### src/rtl/axi_mm_patchkr.sv
// axi_mm_patchkr: pattern checker for the AXI-MM full examples.
// Buffers the generator's expected beats in a first-word-fall-through FIFO,
// accepts received beats over valid/ready and compares them one pipeline stage
// later. It accumulates beat/error counts, captures the first error and
// reports a pass/fail verdict.
module axi_mm_patchkr #(
  parameter int DATA_WIDTH = 128,
  parameter int CMP_WIDTH  = 128,
  parameter int FIFO_DEPTH = 16
) (
  input  logic                  clk,
  input  logic                  rst,
  input  logic                  chkr_en,
  input  logic [7:0]            exp_cnt,
  input  logic [DATA_WIDTH-1:0] exp_din,
  input  logic                  exp_wr,
  output logic                  chkr_fifo_full,
  input  logic [DATA_WIDTH-1:0] rx_data,
  input  logic                  rx_valid,
  output logic                  rx_rdy,
  output logic [7:0]            rx_cnt,
  output logic [7:0]            err_cnt,
  output logic [7:0]            first_err_idx,
  output logic [CMP_WIDTH-1:0]  first_err_data,
  output logic                  exp_overflow,
  output logic                  done,
  output logic                  pass
);

  localparam int AW = $clog2(FIFO_DEPTH);
  localparam logic [AW:0] DEPTH_C   = (AW+1)'(FIFO_DEPTH);
  // Two slots of margin absorb the generator's registered write enable.
  localparam logic [AW:0] FULL_MARK = (AW+1)'(FIFO_DEPTH - 2);

  typedef enum logic [1:0] {S_IDLE, S_RUN, S_DONE} state_t;

  state_t state, state_nxt;

  // Expected-data FIFO
  logic [DATA_WIDTH-1:0] mem [FIFO_DEPTH];
  logic [AW-1:0]         wr_ptr, rd_ptr;
  logic [AW:0]           count, count_nxt;
  logic                  fifo_empty, fifo_full;
  logic                  push, pop, push_drop;

  // Run control
  logic                  en_q;
  logic                  start;
  logic                  at_limit;
  logic [7:0]            exp_cnt_q;

  // Compare pipeline stage
  logic                  cmp_vld;
  logic [CMP_WIDTH-1:0]  cmp_rx, cmp_exp;
  logic [7:0]            cmp_idx;
  logic                  cmp_last;

  assign fifo_empty = (count == '0);
  assign fifo_full  = (count == DEPTH_C);

  // Once the final beat of a bounded run is accepted, rx_cnt equals exp_cnt
  // and no further beats are taken.
  assign at_limit = (exp_cnt_q != 8'd0) && (rx_cnt == exp_cnt_q);
  assign rx_rdy   = (state == S_RUN) && !fifo_empty && !at_limit;
  assign pop      = rx_valid && rx_rdy;

  // A pop in the same cycle frees a slot, so a push at full is still taken.
  assign push      = exp_wr && (!fifo_full || pop);
  assign push_drop = exp_wr && fifo_full && !pop;

  assign start    = (state == S_IDLE) && chkr_en && !en_q;
  assign cmp_last = cmp_vld && (exp_cnt_q != 8'd0) && (cmp_idx == exp_cnt_q - 8'd1);

  assign done = (state == S_DONE);
  assign pass = done && (err_cnt == 8'd0) && !exp_overflow;

  // Next FIFO occupancy from this cycle's push/pop.
  always_comb begin
    // NOTE: default assigned first so no path leaves count_nxt unassigned (no latch).
    count_nxt = count;
    if (push && !pop)      count_nxt = count + 1'b1;
    else if (pop && !push) count_nxt = count - 1'b1;
  end

  // FIFO storage; only written, never cleared.
  always_ff @(posedge clk) begin
    // NOTE: storage array is deliberately not reset; occupancy is tracked by pointers and count.
    if (push) mem[wr_ptr] <= exp_din;
  end

  // FIFO pointers, occupancy and registered almost-full flag.
  always_ff @(posedge clk) begin
    // NOTE: non-blocking assignments so every flop samples pre-edge values.
    if (rst) begin
      wr_ptr         <= '0;
      rd_ptr         <= '0;
      count          <= '0;
      chkr_fifo_full <= 1'b0;
    end else begin
      if (push) wr_ptr <= wr_ptr + 1'b1;
      if (pop)  rd_ptr <= rd_ptr + 1'b1;
      count          <= count_nxt;
      chkr_fifo_full <= (count_nxt >= FULL_MARK);
    end
  end

  // Sticky overflow flag; a dropped push wins over the run-start clear.
  always_ff @(posedge clk) begin
    if (rst)            exp_overflow <= 1'b0;
    else if (push_drop) exp_overflow <= 1'b1;
    else if (start)     exp_overflow <= 1'b0;
  end

  // State register and enable edge detector.
  always_ff @(posedge clk) begin
    if (rst) begin
      state <= S_IDLE;
      en_q  <= 1'b0;
    end else begin
      state <= state_nxt;
      en_q  <= chkr_en;
    end
  end

  // Next-state logic; dropping the enable takes priority over completion.
  always_comb begin
    state_nxt = state;
    case (state)
      S_IDLE:  if (start) state_nxt = S_RUN;
      S_RUN: begin
        if (!chkr_en)      state_nxt = S_IDLE;
        else if (cmp_last) state_nxt = S_DONE;
      end
      S_DONE:  if (!chkr_en) state_nxt = S_IDLE;
      default: state_nxt = S_IDLE;
    endcase
  end

  // Acceptance counter, compare stage and error accumulation.
  always_ff @(posedge clk) begin
    if (rst) begin
      exp_cnt_q      <= 8'd0;
      rx_cnt         <= 8'd0;
      err_cnt        <= 8'd0;
      first_err_idx  <= 8'd0;
      first_err_data <= '0;
      cmp_vld        <= 1'b0;
      cmp_rx         <= '0;
      cmp_exp        <= '0;
      cmp_idx        <= 8'd0;
    end else if (start) begin
      exp_cnt_q      <= exp_cnt;
      rx_cnt         <= 8'd0;
      err_cnt        <= 8'd0;
      first_err_idx  <= 8'd0;
      first_err_data <= '0;
      cmp_vld        <= 1'b0;
    end else begin
      cmp_vld <= pop;
      if (pop) begin
        cmp_rx  <= rx_data[CMP_WIDTH-1:0];
        cmp_exp <= mem[rd_ptr][CMP_WIDTH-1:0];
        cmp_idx <= rx_cnt;
        rx_cnt  <= rx_cnt + 8'd1;
      end
      if (cmp_vld && (cmp_rx != cmp_exp)) begin
        // err_cnt saturates, so zero reliably marks "no error yet this run".
        if (err_cnt == 8'd0) begin
          first_err_idx  <= cmp_idx;
          first_err_data <= cmp_rx;
        end
        if (err_cnt != 8'hFF) err_cnt <= err_cnt + 8'd1;
      end
    end
  end

endmodule
### config.mk
export PLATFORM = sky130hd
export DESIGN_NAME = axi_mm_patchkr
export DESIGN_NICKNAME = d
export VERILOG_FILES = /design/src/rtl/axi_mm_patchkr.sv
export SDC_FILE = /design/constraint.sdc
export NUM_CORES = 2
export LEC_CHECK = 0
export ABC_AREA = 1
export BUFFER_PORTS_ARGS = -buffer_cell sky130_fd_sc_hd__buf_4
export CAP_MARGIN = 20
export CORE_MARGIN = 2
export CORE_UTILIZATION = 45
export DETAILED_ROUTE_END_ITERATION = 16
export GPL_TIMING_DRIVEN = 0
export PLACE_DENSITY = 0.65
export SLEW_MARGIN = 20
export SYNTH_ARGS = -nofsm -noshare
export SYNTH_HDL_FRONTEND = slang
export SYNTH_SLANG_ARGS = --single-unit
export TNS_END_PERCENT = 30
### constraint.sdc
create_clock -name clk -period 9.1 [get_ports clk]
set_clock_uncertainty 0.1 [all_clocks]
set_input_delay 1.365 -clock clk [delete_from_list [all_inputs] [get_ports clk]]
set_output_delay 1.365 -clock clk [all_outputs]
set_load 0.01 [all_outputs]
# Yosys cells after proc, flatten, opt, wreduce, memory -nomap -nowiden
# Memories as Yosys holds them, arrays and structs flattened. A register that Yosys moved wholly into a read port is not among the register bits.
# Cells that the tools add are included.
dict set report word_totals {
  register_bits 315
  ramBits 2048
  inputBits 269
  output_inout_bits 157
  elab_cells 80
  memories 1
}
# name words width read_ports rd_clocked_by_memory_dff wr line_no
set memory_table {}
lappend memory_table {mem 16 128 1 1 1 40} ;# logic [DATA_WIDTH-1:0] mem [FIFO_DEPTH];
dict set report classes {
  addsub 7
  n_lt_le_gt_ge 1
  eq_ne 10
  muxes 11
  n_bitwise 1
  reduce_logical 34
}
# cell n
set ops {}
lappend ops {{$ne 128x128->1} 1}
lappend ops {{$add 8x1->8 const B} 2}
lappend ops {{$eq 8x8->1} 2}
lappend ops {{$logic_and 1x1->1} 16}
lappend ops {{$mux 5} 2}
lappend ops {{$add 4x1->4 const B} 2}
lappend ops {{$logic_not 8->1} 1}
lappend ops {{$mux 2} 4}
lappend ops {{$ne 8x8->1 const B} 1}
lappend ops {{$reduce_bool 8->1} 1}
lappend ops {{$sub 8x1->8 const B} 1}
lappend ops {{$logic_not 1->1} 7}
lappend ops {{$pmux 2 s3} 1}
lappend ops {{$reduce_and 2->1} 3}
lappend ops {{$add 5x1->5 const B} 1}
lappend ops {{$eq 5x5->1 const B} 1}
lappend ops {{$ge 5x4->1 const B} 1}
lappend ops {{$logic_not 5->1} 1}
lappend ops {{$sub 5x1->5 const B} 1}
lappend ops {{$mux 1} 4}
lappend ops {{$ne 2x2->1 const B} 2}
lappend ops {{$ne 3x3->1 const B} 1}
lappend ops {{$reduce_and 3->1} 1}
lappend ops {{$eq 2x1->1 const B} 1}
lappend ops {{6 further kinds} 6}

# Depth between registers and ports, before layout
dict set report depth {
  ltp_word 12
  mapped_depth 16
  depth_no_buf 14
}

# Least setup slack after synthesis
# OpenSTA, ideal clock, no wires.
dict set report synth_timing {
  kind {input to register}
  from {in rx_valid}
  to {mem mem[11][0] (enable)}
  setup_time_ps 617
  arrival_time_ps 7219
  t_required_ps 8383
  path_slack_ps 1164
  path_stages 6
  path_buffers 0
  path_cell_list {nand3_2 nand2_1 nand2_1 inv_1 nand2_1 nor2_1}
}
dict set report synth_via {
  elab_chain_cells 5
}
# item line_no
set synth_rtl {}
lappend synth_rtl {{start, declared} 19} ;# input logic rx_valid,
lappend synth_rtl {{$logic_and 1x1->1} 65} ;# assign pop = rx_valid && rx_rdy;
lappend synth_rtl {{$logic_or 1x1->1} 68} ;# assign push = exp_wr && (!fifo_full || pop);
lappend synth_rtl {{$logic_and 1x1->1} 68}
lappend synth_rtl {{$mux 1} 88} ;# if (push) mem[wr_ptr] <= exp_din;
lappend synth_rtl {{$mux 1 (implied by the code)} 88}
lappend synth_rtl {{end, declared} 40}
# Every way passes these cells.

# Worst setup path after layout
dict set report layout_timing {
  from {reg err_cnt[0]}
  to {out pass}
}
dict set report layout_via {
  elab_chain_cells 3
}
# item line_no
set layout_rtl {}
lappend layout_rtl {{start, declared} 22} ;# output logic [7:0] err_cnt,
lappend layout_rtl {{start signal, assigned} 172} ;# if (err_cnt != 8'hFF) err_cnt <= err_cnt + 8'd1;
lappend layout_rtl {{$logic_not 8->1} 75} ;# assign pass = done && (err_cnt == 8'd0) && !exp_overflow;
lappend layout_rtl {{$logic_and 1x1->1 (2 in series)} 75}
lappend layout_rtl {{end, declared} 27} ;# output logic pass
# Every way passes these cells.

==> flow_metrics.py <==
metrics = {
    "synthesis": {
        "syn_area_sq_mm": 0.09626,
        "yosysUniqueCellTypes": 38,
        "synth.area.top_cells": "edfxtp_1 (64%), dfxtp_1 (9.2%), o21ai_0 (6.2%)",
        "yosysSeqAreaShare_pct": 73.10,
        "yosysTopAreaCell": "edfxtp_1",
        "synth_top_cell_area_share_pct": 63.89,
        "synthArstFlopShare_pct": 0,
        "ys.flop_type": "edfxtp_1",
        "synth_edf_count": 2048,
        "synth_area_per_cell_sq_um": 12.71,
        "synth_warnings": 0,
        "syn_nets": 7854,
        "ys_ff_latch": 2491,
        "synthCells": 7572,
    },
    "route": {
        "wl_per_cell_um": 30.36,
        "routed_wirelength_mm": 347.3,
        "drt.antenna.violating_nets": 0,
        "vias_per_cell": 6.197,
        "drc": 1,
        "num_vias": 70888,
        "first_pass_iters": 14,
        "drt_iter0_drc": 10994,
    },
    "die": {
        "start_util_pct": 45.34,
        "fp.dieH_um": 466.5,
        "ios": 426,
        "die_w_um": 466.5,
        "rows": 169,
        "die_area_sq_mm": 0.2176,
        "core_area_sq_mm": 0.2123,
    },
    "power_and_ir_drop": {
        "intPower_w": 0.01864,
        "combinationalPowerShare_pct": 7.4,
        "peakVddDrop_v": 0.0002194,
        "p_sw_share_pct": 23.93,
        "p_leak_nw": 37.48,
        "power_per_cell_area_mw_per_mm2": 214.4,
        "p_seq_share_pct": 51.6,
        "finalPower_w": 0.02451,
        "p_switching_w": 0.005864,
        "power.share.clock_pct": 41.0,
    },
    "place": {
        "gp_congestion": 0.9430,
        "dp_hpwl_mm": 241.6,
        "io_buffers": 425,
        "placed_cell_area_sq_mm": 0.1063,
    },
    "grt": {
        "grtUsageMet1_pct": 40.04,
        "track_usage_pct": 30.99,
        "busiest_layer": "met2",
        "grt_pass1_wl_mm": 483.0,
        "grt_pass1_vias": 66844,
        "grt_use_met2_pct": 46.63,
        "met3_usage_pct": 8.677,
        "antenna_found_initial": 34,
        "grt_max_degree": 25,
        "grt-ovfl-total": 0,
    },
    "setup_path": {
        "cp_slowest_cell": "clkbuf_1",
        "slowest_delay_ns": 0.89,
        "worstSetupEndpointType": "output pin",
        "start_kind": "register",
        "critPathKind": "reg2out",
        "crit_chain": "inv_1 -> ha_1 -> nand3_1 -> nor4_2 -> buf_4 -> clkbuf_1 -> clkbuf_1 -> and3_1 -> buf_4",
        "path_delay_family": "buffers and inverters",
        "cp_max_fo": 10,
        "path_buf_inv": 5,
        "worst_ep_arrival_time_ns": 4.04,
        "cp_data_required_time_ns": 7.64,
    },
    "cells_and_area": {
        "ff_latch_area_sq_mm": 0.07037,
        "fin_area_sq_mm": 0.1143,
        "mostFrequentLayoutCells": "edfxtp_1 (2048), o21ai_0 (1193), nor2_1 (1095), nand2_1 (524), o221ai_1 (512)",
        "syn2layout_area_growth_pct": 18.73,
        "finalNetCount": 8657,
        "layout_commonest_cell": "edfxtp_1",
        "multi_input_area_sq_mm": 0.02329,
        "drive_gt1_share_pct": 13.88,
        "n_fill_cell": 17417,
    },
    "timing": {
        "hold_violations": 0,
        "drv_slew": 0,
        "fin_setup_tns_ns": 0,
        "worst_pin_slew_ns": 1.229,
        "finalCritPeriodShare_pct": 60.51,
        "rsz0062_at_grt": "no",
        "period_needed_ns": 5.506,
        "setup_violations": 0,
        "max_freq_ghz": 0.1816,
        "slew-limit-headroom_pct": 18.06,
    },
    "hold_path": {
        "hp-class": "reg2reg",
    },
    "clock_tree": {
        "cts-buffers-inserted": 238,
        "cts_setup_buffers": 0,
        "cts.htree.levels": 4,
        "clockRootBuffer": "clkbuf_16",
        "clk_latency_ns": 0.93,
        "holdBufCountCts": 0,
        "cts_resized": 0,
        "cts.sinks": 2491,
        "max-clock-path-buffers": 3,
        "cts_tree": "built",
        "clkTransAtPathRegs_ns": 0.06,
    },
    "status": {
        "violations": "DRC",
        "status": "finished, violations left",
    },
    "run": {
        "max_cap_violations": 0,
    },
}
[worst paths after layout]
| check | start | end | slack [ns] | cells after the start |
|---|---|---|---|---|
| hold / removal | first_err_data[47] | first_err_data[47] | 0.36 | 2 |
| setup / recovery | err_cnt[0] | pass | 3.59 | 9 |
| setup reg to reg | cmp_exp[127] | first_err_data[96] | 4.18 | 14 |
| hold reg to reg | first_err_data[47] | first_err_data[47] | 0.36 | 2 |
[cell usage after synthesis (17+ instances only)]
cell      instances
dfxtp_1         443
buf_2           152
nand3_1         283
a21oi_1         274
inv_1            61
nand4_1         151
xnor2_1         128
edfxtp_1       2048
nand2_2          21
o221ai_1        512
xor2_1           19
a31oi_1         128
nor2_1         1111
buf_1            17
nand2_1         524
o21ai_0        1193
clkbuf_1        420
a21oi_2          30
[metal layers]
layer | vias up | routed length (um)
met5 | - | 85
met4 | 12 | 22220
met3 | 830 | 44950
met2 | 4995 | 154000
met1 | 34980 | 126100
li1 | 30071 | -
[per-stage QoR]
stage	hold slack, ns	utilization [%]	instances	setup WS, ns
final	0.3599	53.84	11439	3.594
after global routing	0.3753	53.82	11423	3.436
after CTS	0.3648	53.79	11407	3.742
after detailed placement	0.3557	50.06	10955	4.696
after global placement	0.3518	48.51	10818	-5.791
after floorplan	0.3501	-	7572	1.164
[cells by family after synthesis]
group,count (synthesis),synth area share [%]
compound gates,2144,13.45
simple gates,2113,9.111
fa+ha+maj,13,0.1690
xor+xnor,147,1.337
flops,2491,73.10
buf+inv,664,2.837
[tightest hold or removal path, cell delays in order (launching register included)]
cell and delay (ns):
dfxtp_1 0.31, nand2_1 0.06, a21oi_1 0.05
[registers in the layout, summed over array words and instances (netlist names), 5 cells and up]
signal          flops
exp_cnt_q           8
err_cnt             8
cmp_idx             8
first_err_idx       8
count               5
cmp_rx            128
rx_cnt              8
first_err_data    128
mem              2048
cmp_exp           128
[area by class of cell]
class	instances	area share, %
Antenna cell	31	0.06787
Buffer	596	2.206
Clock buffer	321	5.672
Clock inverter	131	1.264
Inverter	68	0.2244
Multi-Input combinational cell	4417	20.38
Sequential cell	2491	61.57
Tap cell	2821	3.088
Timing Repair Buffer	563	5.531
[power groups by stage]
| stage | logic, W | clock network (W) | registers, W |
|---|---|---|---|
| after CTS | 0.00176 | 0.0100 | 0.0126 |
| after floorplan | 0.000818 | 0 | 0.0129 |
| final | 0.00181 | 0.0101 | 0.0126 |
| after detailed placement | 0.00175 | 0 | 0.0129 |
| after global routing | 0.00190 | 0.0105 | 0.0126 |
| after global placement | 0.00163 | 0 | 0.0129 |
Power figures use the tool's default switching activity.
